<file path="config.mk">
export PLATFORM = sky130hd
export DESIGN_NAME = decode_arbiter_flat
export DESIGN_NICKNAME = d
export VERILOG_FILES = /design/src/rtl/decode_arbiter_pkg.sv /design/src/rtl/decode_arbiter_if.sv /design/src/rtl/decode_arbiter_dec_skid_buf.sv /design/src/rtl/decode_arbiter.sv /design/src/flat_wrapper.sv
export SDC_FILE = /design/constraint.sdc
export NUM_CORES = 1
export LEC_CHECK = 0
export ABC_CLOCK_PERIOD_IN_PS = 3750
export BUFFER_PORTS_ARGS = -buffer_cell sky130_fd_sc_hd__clkbuf_2
export CORE_MARGIN = 2
export CORE_UTILIZATION = 38
export DETAILED_ROUTE_END_ITERATION = 10
export GPL_TIMING_DRIVEN = 0
export SLEW_MARGIN = 25
export SYNTH_ARGS = -nofsm -noshare
export SYNTH_HDL_FRONTEND = slang
export SYNTH_SLANG_ARGS = --single-unit
</file>
<file path="constraint.sdc">
create_clock -name clk -period 3.75 [get_ports clk]
set_input_delay 0.1875 -clock clk [delete_from_list [all_inputs] [get_ports clk]]
set_output_delay 0.1875 -clock clk [all_outputs]
set_load 0.02 [all_outputs]
</file>
<file path="src/rtl/decode_arbiter_pkg.sv">
// Shared types and constants for the decode-to-issue arbiter.
// The arbiter and its skid buffer both import this package.
package decode_arbiter_pkg;

  localparam int DEC_W   = 64;
  localparam int MAX_UOP = 8;
  localparam int CNT_W   = 4;

  // The field widths add up to DEC_W (5+5+5+1+32+4+12 = 64).
  typedef struct packed {
    logic [4:0]  rs1;
    logic [4:0]  rs2;
    logic [4:0]  rd;
    logic        invalid;
    logic [31:0] imm_data;
    logic [3:0]  unit;
    logic [11:0] command;
  } DecOp_t;

  typedef enum logic {
    IDLE = 1'b0,
    CPLX = 1'b1
  } ArbState_t;

endpackage

</file>
<file path="src/rtl/decode_arbiter_if.sv">
// Decoder, scheduler and status signals of the decode arbiter.
// The slave modport is the arbiter side; the master modport is the environment side.
interface decode_arbiter_if #(
  parameter int DEC_W = decode_arbiter_pkg::DEC_W
);

  logic             s_e_;
  logic [DEC_W-1:0] s_op;
  logic             s_stall;
  logic             c_e_;
  logic             c_last;
  logic [DEC_W-1:0] c_op;
  logic             c_stall;
  logic             is_full;
  logic             dec_e_;
  logic [DEC_W-1:0] dec_op;
  logic             cplx_busy;
  logic             uop_ovf;

  modport slave (
    input  s_e_, s_op, c_e_, c_last, c_op, is_full,
    output s_stall, c_stall, dec_e_, dec_op, cplx_busy, uop_ovf
  );

  modport master (
    output s_e_, s_op, c_e_, c_last, c_op, is_full,
    input  s_stall, c_stall, dec_e_, dec_op, cplx_busy, uop_ovf
  );

endinterface

</file>
<file path="src/rtl/decode_arbiter_dec_skid_buf.sv">
// Two-entry registered FIFO between the arbiter and the scheduler port.
// Entry 0 is always the head; the head reads as zero while the FIFO is empty.
module dec_skid_buf #(
  parameter int W = decode_arbiter_pkg::DEC_W
) (
  input  logic         clk,
  input  logic         reset,
  input  logic         flush,
  input  logic         push,
  input  logic [W-1:0] push_data,
  input  logic         pop,
  output logic [1:0]   count,
  output logic [W-1:0] head
);
  import decode_arbiter_pkg::*;

  logic [W-1:0] entry0;
  logic [W-1:0] entry1;
  logic         do_push;
  logic         do_pop;

  assign do_pop  = pop && (count != 2'd0);
  assign do_push = push && ((count != 2'd2) || do_pop);
  assign head    = (count != 2'd0) ? entry0 : '0;

  // A simultaneous push and pop keeps the count and shifts the queue forward.
  always_ff @(posedge clk) begin
    if (reset) begin
      count  <= 2'd0;
      entry0 <= '0;
      entry1 <= '0;
    end else if (flush) begin
      count <= 2'd0;
    end else begin
      case ({do_push, do_pop})
        2'b10: begin
          if (count == 2'd0) entry0 <= push_data;
          else               entry1 <= push_data;
          count <= count + 2'd1;
        end
        2'b01: begin
          entry0 <= entry1;
          count  <= count - 2'd1;
        end
        2'b11: begin
          if (count == 2'd1) begin
            entry0 <= push_data;
          end else begin
            entry0 <= entry1;
            entry1 <= push_data;
          end
        end
        default: ;
      endcase
    end
  end

endmodule

</file>
<file path="src/rtl/decode_arbiter.sv">
// Arbitrates the single decode-to-issue port between the simple and complex decoders,
// holding the port for the complex decoder until its micro-op sequence ends.
module decode_arbiter #(
  parameter int DEC_W   = decode_arbiter_pkg::DEC_W,
  parameter int MAX_UOP = decode_arbiter_pkg::MAX_UOP,
  parameter int CNT_W   = decode_arbiter_pkg::CNT_W
) (
  input  logic             clk,
  input  logic             reset,
  input  logic             flush,
  decode_arbiter_if.slave  bus
);
  import decode_arbiter_pkg::*;

  ArbState_t        state;
  logic [CNT_W-1:0] uop_cnt;
  logic             busy;
  logic             ovf;

  logic [1:0]       count;
  logic [DEC_W-1:0] head;
  logic [DEC_W-1:0] push_op;
  logic             pop;
  logic             space;
  logic             grant_s;
  logic             grant_c;
  logic             acc_s;
  logic             acc_c;
  logic             push;

  // Flush blocks every transfer in its own cycle, so it gates pop and both stalls.
  assign pop     = (count != 2'd0) && !bus.is_full && !flush;
  assign space   = (count != 2'd2) || pop;
  assign grant_c = (state == CPLX) || !bus.c_e_;
  assign grant_s = (state == IDLE) && bus.c_e_ && !bus.s_e_;

  assign bus.s_stall = flush || !(grant_s && space);
  assign bus.c_stall = flush || !(grant_c && space);

  assign acc_c   = !bus.c_e_ && !bus.c_stall;
  assign acc_s   = !bus.s_e_ && !bus.s_stall;
  assign push    = acc_c || acc_s;
  assign push_op = acc_c ? bus.c_op : bus.s_op;

  assign bus.dec_e_    = !pop;
  assign bus.dec_op    = head;
  assign bus.cplx_busy = busy;
  assign bus.uop_ovf   = ovf;

  dec_skid_buf #(.W(DEC_W)) u_buf (
    .clk       (clk),
    .reset     (reset),
    .flush     (flush),
    .push      (push),
    .push_data (push_op),
    .pop       (pop),
    .count     (count),
    .head      (head)
  );

  // A runaway sequence is cut off at MAX_UOP micro-ops; its last op is still pushed.
  always_ff @(posedge clk) begin
    if (reset) begin
      state   <= IDLE;
      uop_cnt <= '0;
      busy    <= 1'b0;
      ovf     <= 1'b0;
    end else if (flush) begin
      state   <= IDLE;
      uop_cnt <= '0;
      busy    <= 1'b0;
    end else begin
      case (state)
        IDLE: begin
          if (acc_c && !bus.c_last) begin
            state   <= CPLX;
            uop_cnt <= CNT_W'(1);
            busy    <= 1'b1;
          end
        end
        CPLX: begin
          if (acc_c) begin
            if (bus.c_last) begin
              state   <= IDLE;
              uop_cnt <= '0;
              busy    <= 1'b0;
            end else if (uop_cnt == CNT_W'(MAX_UOP - 1)) begin
              ovf     <= 1'b1;
              state   <= IDLE;
              uop_cnt <= '0;
              busy    <= 1'b0;
            end else begin
              uop_cnt <= uop_cnt + CNT_W'(1);
            end
          end
        end
        default: state <= IDLE;
      endcase
    end
  end

endmodule

</file>
<file path="src/flat_wrapper.sv">
// flat-port wrapper written by rule: the top's interface ports become plain ports
module decode_arbiter_flat import decode_arbiter_pkg::*;
#(
  parameter int DEC_W   = decode_arbiter_pkg::DEC_W,
  parameter int MAX_UOP = decode_arbiter_pkg::MAX_UOP,
  parameter int CNT_W   = decode_arbiter_pkg::CNT_W
)
  (clk, reset, flush, bus_s_e_, bus_s_op, bus_c_e_, bus_c_last, bus_c_op, bus_is_full, bus_s_stall, bus_c_stall, bus_dec_e_, bus_dec_op, bus_cplx_busy, bus_uop_ovf);
  decode_arbiter_if #(.DEC_W(DEC_W)) bus_i ();
  input  logic clk;
  input  logic reset;
  input  logic flush;
  input wire logic [$bits(bus_i.s_e_)-1:0] bus_s_e_;
  input wire logic [$bits(bus_i.s_op)-1:0] bus_s_op;
  input wire logic [$bits(bus_i.c_e_)-1:0] bus_c_e_;
  input wire logic [$bits(bus_i.c_last)-1:0] bus_c_last;
  input wire logic [$bits(bus_i.c_op)-1:0] bus_c_op;
  input wire logic [$bits(bus_i.is_full)-1:0] bus_is_full;
  output wire logic [$bits(bus_i.s_stall)-1:0] bus_s_stall;
  output wire logic [$bits(bus_i.c_stall)-1:0] bus_c_stall;
  output wire logic [$bits(bus_i.dec_e_)-1:0] bus_dec_e_;
  output wire logic [$bits(bus_i.dec_op)-1:0] bus_dec_op;
  output wire logic [$bits(bus_i.cplx_busy)-1:0] bus_cplx_busy;
  output wire logic [$bits(bus_i.uop_ovf)-1:0] bus_uop_ovf;
  assign bus_i.s_e_ = bus_s_e_;
  assign bus_i.s_op = bus_s_op;
  assign bus_i.c_e_ = bus_c_e_;
  assign bus_i.c_last = bus_c_last;
  assign bus_i.c_op = bus_c_op;
  assign bus_i.is_full = bus_is_full;
  assign bus_s_stall = bus_i.s_stall;
  assign bus_c_stall = bus_i.c_stall;
  assign bus_dec_e_ = bus_i.dec_e_;
  assign bus_dec_op = bus_i.dec_op;
  assign bus_cplx_busy = bus_i.cplx_busy;
  assign bus_uop_ovf = bus_i.uop_ovf;
  decode_arbiter #(.DEC_W(DEC_W), .MAX_UOP(MAX_UOP), .CNT_W(CNT_W)) u_core (.clk(clk), .reset(reset), .flush(flush), .bus(bus_i));
endmodule
</file>
# Yosys cells after proc, flatten, opt, wreduce, memory -nomap -nowiden
# Index checks and enable logic that the tools add are counted.
# word_totals
register_bits	137
out_inout_bits	69
elab_cells	87
# op_classes
addsub	3
eq_ne	12
n_mux	24
bitwise	3
n_reduce_logical	38
# ops
cell	n
two-way mux 64 bit	6
one-hot mux 64 bit (3 select lines)	1
one-hot mux 64 bit (2 select lines)	1
two-way mux 4 bit	4
!= test 2 bit (second input constant)	6
logical AND 1 bit	11
logical NOT 1 bit	10
two-way mux 1 bit	8
one-hot mux 4 bit (2 select lines)	1
logical OR 1 bit	6
AND reduction 3 bit	2
nonzero test 2 bit	3
AND reduction 5 bit	1
adder 4 x 1 -> 4 bit (second input constant)	1
equality test 2 x 1 -> 1 bit (second input constant)	2
equality test 2 bit (second input constant)	2
equality test 4 x 3 -> 1 bit (second input constant)	1
one-hot mux 1 bit (2 select lines)	2
one-hot mux 2 bit (2 select lines)	1
AND reduction 4 bit	1
!= test 3 bit (second input constant)	1
inverter 1 bit	3
nonzero test 3 bit	1
adder 2 x 1 -> 2 bit (second input constant)	1
4 further kinds	4

# Depth between registers and ports, before layout
# Gate-level depths: netlist of run 1.
# logic_depth
depth_word	14
depth_mapped	13
ltp_nobuf	11

# Cells and area by module
# From an unflattened synthesis of run 1, not the netlist that was laid out.
# unflattened
cells_unflattened	995
area_unflattened_um2	6829.0
# by_module_without_submodules
module	instances	cells_each	area_each_um2	seq_area_each_um2
dec_skid_buf	1	729	5591.6	2602.5
decode_arbiter	1	266	1237.4	140.1

# Worst setup path before layout of run 1
# OpenSTA, ideal clock, no wires.
# synth_path
kind	register to register
start	register u_core.u_buf.count[0]
end	register u_core.u_buf.entry0[53]
setup_ps	58
arrival_time_ps	2796
path_slack_ps	896
path_stages_with_launch	11
path_buffers	1
synth_period_minus_slack_ps	2854
path_cell_list	dfxtp_1 inv_1 ha_1 nor3_1 inv_1 ha_1 nor2b_1 or4_4 a211oi_4 buf_6 a221o_2
# synth_between
elab_chain_cells	14
# synth_lines
element	line_no	source
start: declaration	decode_arbiter_dec_skid_buf.sv:12	output logic [1:0] count,
start signal: assignment	decode_arbiter_dec_skid_buf.sv:39	count <= count + 2'd1;
start signal: assignment	decode_arbiter_dec_skid_buf.sv:43	count <= count - 2'd1;
nonzero test 2 bit	decode_arbiter_dec_skid_buf.sv:22, decode_arbiter.sv:32	
logical AND 1 bit (2 in series)	decode_arbiter.sv:32	assign pop = (count != 2'd0) && !bus.is_full && !flush;
logical OR 1 bit	decode_arbiter.sv:33	assign space = (count != 2'd2) || pop;
logical AND 1 bit, on equally long branches	decode_arbiter.sv:38, decode_arbiter.sv:37	
logical NOT 1 bit, on equally long branches	decode_arbiter.sv:38, decode_arbiter.sv:37	
logical OR 1 bit, on equally long branches	decode_arbiter.sv:38, decode_arbiter.sv:37	
logical NOT 1 bit, on equally long branches	decode_arbiter.sv:40, decode_arbiter.sv:41	
logical AND 1 bit, on equally long branches	decode_arbiter.sv:40, decode_arbiter.sv:41	
logical OR 1 bit	decode_arbiter.sv:42	assign push = acc_c || acc_s;
logical AND 1 bit	decode_arbiter_dec_skid_buf.sv:23	assign do_push = push && ((count != 2'd2) || do_pop);
equality test 2 bit or equality test 2 x 1 -> 1 bit (tied branches)	decode_arbiter_dec_skid_buf.sv:35	case ({do_push, do_pop})
!= test 2 bit (no source line) or nonzero test 3 bit (tied branches)	n/a	
AND reduction 3 bit (no source line)	n/a	
end signal: assignment	decode_arbiter_dec_skid_buf.sv:37	if (count == 2'd0) entry0 <= push_data;
end signal: assignment	decode_arbiter_dec_skid_buf.sv:42	entry0 <= entry1;
end signal: assignment	decode_arbiter_dec_skid_buf.sv:47	entry0 <= push_data;
end: declaration	decode_arbiter_dec_skid_buf.sv:17	logic [W-1:0] entry0;
# Several ways; a longest one is shown, not always the timed one. The select of a mux whose other input is x is not followed.
# A chain may end at the register's enable or synchronous reset.

# Worst setup path after layout of run 1
# layout_path
start	register u_core.u_buf.count[0]
end	register u_core.u_buf.entry1[40]
# layout_between
elab_chain_cells	14
# layout_lines
element	line_no	source
nonzero test 2 bit	decode_arbiter_dec_skid_buf.sv:22, decode_arbiter.sv:32	
logical AND 1 bit (2 in series)	decode_arbiter.sv:32	
logical OR 1 bit	decode_arbiter.sv:33	
logical AND 1 bit, on equally long branches	decode_arbiter.sv:38, decode_arbiter.sv:37	
logical NOT 1 bit, on equally long branches	decode_arbiter.sv:38, decode_arbiter.sv:37	
logical OR 1 bit, on equally long branches	decode_arbiter.sv:38, decode_arbiter.sv:37	
logical NOT 1 bit, on equally long branches	decode_arbiter.sv:40, decode_arbiter.sv:41	
logical AND 1 bit, on equally long branches	decode_arbiter.sv:40, decode_arbiter.sv:41	
logical OR 1 bit	decode_arbiter.sv:42	
logical AND 1 bit	decode_arbiter_dec_skid_buf.sv:23	
equality test 2 bit	decode_arbiter_dec_skid_buf.sv:35	
!= test 2 bit (no source line) or nonzero test 2 bit (tied branches)	n/a	
AND reduction 4 bit (no source line)	n/a	
end signal: assignment	decode_arbiter_dec_skid_buf.sv:38	else entry1 <= push_data;
end signal: assignment	decode_arbiter_dec_skid_buf.sv:50	entry1 <= push_data;
end: declaration	decode_arbiter_dec_skid_buf.sv:18	logic [W-1:0] entry1;
# Several ways; a longest one is shown, not always the timed one. The select of a mux whose other input is x is not followed.

==> results.md, run 1 <==
* Status: finished clean
* Startpoint Class: register
* Final instance area at 8980 um2
* Final cell count without fillers at 1,257
* H-tree lvl count at 4
* Slew HR at 0.420
* FMAX at 286 MHz
* Top Ports at 204
* Comb pwr share at 0.154
* Max rail drop VDD at 334 uV
* Gp weighted congestion at 0.820
* Hold Crit Class: input port to register
* Critical setup path kind: register to register
* IO buf count at 201
* Routed vias at 6,729
* Pre-CTS setup slack at 117 ps
* Tmin final at 3500 ps
* Max clock buf depth at 2
* Mapped Avg Cell Area at 8.90 um2
* Syn Std Cell Area at 7080 um2
* Inst Count DP at 1,225
* # setup viols final at 0
* DRC Markers at 0
* Overall power at 3.92 mW
* Warnings, synthesis at 0
* Synth top area share at 0.387
* Most common cell after layout, fill and taps aside: clkbuf_2
* CTS clk-pin slew, worst paths at 60 ps
* Vias in the first global route at 6,473
* Register area share after synthesis at 0.387
* Crit path max fanout at 10
* Crit path capture type: register
* P_leak at 3.80 nW
* Placed Area at 8370 um2
* Flop pwr share at 0.408
* Register bit total from synthesis at 137
* WP data required at 4080 ps
* Via density at 5.35
* Core footprint at 18,100 um2
* Hold Slack at 12.5 ps
* Most frequent cells in the layout: clkbuf_2, dfxtp_1, nand2_1
* Cell variety after synth at 40
* Mapped Cells at 795
* Final nets at 1,159
* Final-report hold violation count at 0
* Cell taking the most area after synthesis: dfxtp_1
* Dominant cells by area after synthesis: dfxtp_1, mux2_2, nand2_1
* Syn_nets at 939
* Net switching power at 1.04 mW
* Share of layout cells above drive strength 1 at 0.352
* Total global routing overflow at 0
* Switching Share at 0.266
* Final ANT Viol Nets at 0
* CTS Sinks at 137
* Power Density at 436 nW/um2
* Full die area at 19,700 um2
* Clk Latency, worst-skew pair at 430 ps
* Arr. time, crit path at 3830 ps
* Max cap viols at 0
* Int Pwr at 2.87 mW
* Post-DP HPWL at 16.1 mm
* Final period utilization at 0.934
* Clk pwr share at 0.438
* Unrepaired setup endpoints after global routing: false
* Final core utilization at 0.495
* Clock root cell: clkbuf_16
* Clock skew at 7.93 ps
* Layout area overhead at 26.9%
* Initial core utilization at 0.390
* Pin count of the biggest net entering global routing at 17
* Detailed Route WL at 22.7 mm
* Total CTS buffers at 17
* Die H at 140 um
* Die Wd at 140 um
* TNS Setup at 0 ps
* Gr usage total at 0.227
* Setup Fix Bufs, Post-CTS at 0
* Pre-Repair DR Iteration Count at 5
* Worst-margin pin slew at 867 ps
* CTS tree: built
* Initial antenna violation count at 0
* # rows at 49
* Fin. max-slew vios at 0
* First-pass GRT wire length at 35.3 mm
* Final worst slack at 248 ps
* Per-cell routed wire length at 18.0 um
* Drt initial violations at 348
* # diodes at 0
## layer usage
layer / global-route usage / up-vias / wire, um
li1: - / 3290 / -
met1: 0.322 / 3165 / 10700
met2: 0.351 / 245 / 10200
met3: 0.0479 / 29 / 1370
met4: 0.0668 / 0 / 359
met5: 0 / - / 0
## Yosys cell counts
cell      instances
nand3b_1          1
or4_1             1
a221oi_1          1
nor2_1           51
nor3_1            3
buf_1             2
o21ai_1           1
and2_1           64
mux2_1            4
a32oi_1           1
nand4_1           1
a221o_2          39
o21a_1            1
o21ai_0          27
o41ai_1           1
xnor2_1           2
o31a_2            1
a211oi_4          1
a31oi_1          24
a21oi_2           1
clkbuf_1         43
a21oi_1           4
buf_6            12
buf_2            13
or2_2             1
o211ai_1          3
or4_4             1
a32o_1            1
dfxtp_1         137
nor2b_1          65
a22oi_1           1
nand2b_1          4
inv_1            11
mux2_2           60
a221o_1          25
nand2_1         132
ha_1              9
nand3_1           3
a211oi_1          2
a311oi_1         41
## flip-flops by register name, indices dropped and copies added (netlist names)
signal and count:
u_core.u_buf.count 2, u_core.u_buf.entry0 64, u_core.bus.uop_ovf 1, u_core.bus.cplx_busy 1
u_core.uop_cnt 4, u_core.state 1, u_core.u_buf.entry1 64
## final timing paths
check                         startpoint                       to  cells past startpoint  slack [ps]
setup / recovery   u_core.u_buf.count[0]  u_core.u_buf.entry1[40]                     13         250
hold / removal              bus_c_op[44]  u_core.u_buf.entry1[44]                      3          10
setup reg to reg   u_core.u_buf.count[0]  u_core.u_buf.entry1[40]                     13         250
hold reg to reg   u_core.u_buf.entry1[5]   u_core.u_buf.entry0[5]                      1         480
## critical path, stage by stage (launching register included)
cell and delay, ps:
dfxtp_1 360, inv_1 80, ha_1 280, o21a_1 220
nor2_1 170, nand2_1 140, inv_1 130, ha_1 190
nand2b_1 110, a221oi_1 360, buf_1 530, clkbuf_1 470
nor2_1 90, a311oi_1 270
## cell type report
class / instances / area, um2
fill: 1752 / 9170
multi-input combinational: 577 / 3940
sequential: 137 / 2740
timing repair buffer: 201 / 1010
clock buffer: 20 / 447
buffer: 70 / 370
tap: 229 / 287
clock inverter: 12 / 150
inverter: 11 / 41.3
## what timing repair did
action                     4_1_cts  5_1_grt
gates resized for setup          0        5
hold buffers                     0        0
setup endpoints to repair        0       56
## power groups by stage
stage	logic, mW	clock network (mW)	registers [mW]
CTS	0.605	1.74	1.60
global placement	0.598	0	1.63
global route	0.663	1.81	1.61
floorplan	0.384	0	1.61
finish	0.604	1.72	1.60
detailed placement	0.601	0	1.63
## cells by family after synthesis
family / Yosys count / share of synthesized area
buffers and inverters: 81 / 0.0580
adder cells (fa/ha/maj): 9 / 0.0159
AND/OR/NAND/NOR: 327 / 0.224
AO/OA/AOI/OAI: 175 / 0.210
flip-flops: 137 / 0.387
XOR/XNOR: 2 / 0.00248
multiplexers: 64 / 0.102
Power figures use the tool's default switching activity.
==> run 2: changes to the inputs <==
Settings changed: ABC_AREA set to 1, CTS_CLUSTER_DIAMETER set to 60.
==> run 2 against run 1 <==
Global-route usage shrank 1.4 points; die area up 17%; clock skew grew 3.0 ps; register-to-register slack improved by 50 ps; final cell count increased by 52%; worst hold slack improved by 95 ps; via count increased by 33%; critical path depth grew 3; clock power is 9% lower; clock-buffer cell count increased by 3; first-iteration DRC count rose by 41%; highest routed layer unchanged.
==> results.md, run 2 <==
* Synth top area share at 0.330
* Critical setup path kind: register to register
* Total global routing overflow at 0
* Initial core utilization at 0.384
* Worst-margin pin slew at 971 ps
* CTS clk-pin slew, worst paths at 60 ps
* FMAX at 289 MHz
* Initial antenna violation count at 0
* Placed Area at 9670 um2
* Hold Slack at 108 ps
* FFs w/ async S/R, synth at 0
* Unrepaired setup endpoints after global routing: true
* Layout area overhead at 23.2%
* Final nets at 1,765
* Final-report hold violation count at 0
* Share of layout cells above drive strength 1 at 0.175
* Die H at 152 um
* P_leak at 6.03 nW
* Mapped Avg Cell Area at 5.93 um2
* Final ANT Viol Nets at 0
* Pre-CTS setup slack at 137 ps
* # diodes at 0
* Detailed Route WL at 25.2 mm
* WP data required at 4050 ps
* Pin count of the biggest net entering global routing at 17
* Clk Latency, worst-skew pair at 420 ps
* H-tree lvl count at 4
* Mapped Cells at 1,400
* Via density at 4.67
* Power Density at 375 nW/um2
* Setup Fix Bufs, Post-CTS at 0
* Max clock buf depth at 2
* Dominant cells by area after synthesis: dfxtp_1, inv_1, nand2_1
* Final worst slack at 295 ps
* Total CTS buffers at 17
* Syn_nets at 1,544
* Gr usage total at 0.214
* Routed vias at 8,926
* Cell taking the most area after synthesis: dfxtp_1
* Crit path capture type: register
* Die Wd at 152 um
* Slew HR at 0.353
* Most common cell after layout, fill and taps aside: inv_1
* Tmin final at 3460 ps
* DRC Markers at 0
* CTS resizes at 0
* Core footprint at 21,600 um2
* Pre-Repair DR Iteration Count at 6
* Hold Crit Class: input port to register
* Clock root cell: clkbuf_16
* Status: finished clean
* Register area share after synthesis at 0.330
* Warnings, synthesis at 0
* First-pass GRT wire length at 40.6 mm
* Final period utilization at 0.921
* CTS tree: built
* Drt initial violations at 491
* Vias in the first global route at 8,152
* Commonest cells in the synthesized netlist: inv_1, nand2_1, dfxtp_1
* # rows at 54
* Max cap viols at 0
* Crit path max fanout at 10
* Ys flop type: dfxtp_1
* Layout fillers at 2,415
* Most numerous cell in the Yosys netlist: inv_1
* Post-synth EDFFs at 0
* Startpoint Class: register
* Per-cell routed wire length at 13.2 um
* Regs by FF count: u_core.u_buf.entry0 x64, u_core.u_buf.entry1 x64, u_core.uop_cnt x4
* Register bit total from synthesis at 137
* Final instance area at 10,200 um2
* Fin. max-slew vios at 0
* Inst Count DP at 1,883
* Arr. time, crit path at 3760 ps
* Post-DP HPWL at 18.1 mm
* CTS Sinks at 137
* # setup viols final at 0
* Syn Std Cell Area at 8300 um2
* Full die area at 23,100 um2
* Cell variety after synth at 26
* Top Ports at 204
* IO buf count at 203
* Most frequent cells in the layout: inv_1, nand2_1, clkbuf_2
* Gp weighted congestion at 0.846
* Clock skew at 10.9 ps
* Final cell count without fillers at 1,913
* Final core utilization at 0.473
* Max rail drop VDD at 317 uV
* Hold-fix buffers, CTS at 0
-- run 2: changes by cell type in the layout (fill, tap and decap cells not counted), moves of 64 or more --
cell,before,now
inv_1,11,397
nand2_1,132,268
a21oi_1,4,135
o21ai_0,27,130
nand3_1,3,75
nand4_1,1,67
nor2b_1,65,0
and2_1,64,0
-- run 2: layout make-up --
type | instances | area, um2 | share of cell area
Clock inverter | 8 | 72.6 | 0.00709
Sequential cell | 137 | 2740 | 0.268
Multi-Input combinational cell | 772 | 3640 | 0.356
Timing Repair Buffer | 203 | 1020 | 0.0993
Tap cell | 280 | 350 | 0.0342
Buffer | 88 | 437 | 0.0427
Clock buffer | 23 | 468 | 0.0457
Inverter | 402 | 1510 | 0.147
-- run 2: report_power, final --
group	switching (mW)	internal, mW	leakage, nW
Clock	0.628	0.940	0.271
Sequential	0.0367	1.55	1.12
Combinational	0.439	0.239	4.64
-- run 2: kinds of logic after synthesis --
kind of cell               after synthesis  share of synthesized area
buffers and inverters                  491                      0.233
DFF                                    137                      0.330
AOI/OAI and AO/OA                      273                      0.166
adders and majority gates                9                     0.0136
and+or+nand+nor                        489                      0.256
xor gates and xnor gates                 1                    0.00105
-- run 2: metrics by stage --
step | total power [mW] | setup TNS (ps)
finish | 3.84 | 0
global route | 4.04 | -45.1
CTS | 3.86 | 0
detailed placement | 2.30 | 0
global placement | 2.29 | 0
floorplan | 2.06 | 0
-- run 2: final timing paths --
path                    startpoint                       to  slack (ps)  cells after the start
min reg2reg   u_core.bus.cplx_busy     u_core.bus.cplx_busy         490                      2
max          u_core.u_buf.count[0]  u_core.u_buf.entry0[37]         290                     16
max reg2reg  u_core.u_buf.count[0]  u_core.u_buf.entry0[37]         290                     16
min                    bus_s_op[6]   u_core.u_buf.entry0[6]         110                      5
-- run 2: critical path, stage by stage (launching register included) --
cell	delay, ps
dfxtp_1	330
inv_1	80
ha_1	270
nor2_4	160
nand2_2	90
nand2_2	170
buf_6	200
buf_2	250
nand3_1	140
nand2_1	210
inv_1	90
ha_1	260
o21ai_4	390
clkbuf_1	400
o21ai_0	150
inv_1	80
a21oi_1	60
-- run 2: layer usage --
| layer | share of wire | track usage | vias to the layer above |
|---|---|---|---|
| li1 | - | - | 4684 |
| met1 | 0.48 | 0.292 | 3952 |
| met2 | 0.45 | 0.348 | 262 |
| met3 | 0.058 | 0.0365 | 28 |
| met4 | 0.015 | 0.0614 | 0 |
| met5 | 0 | 0 | - |
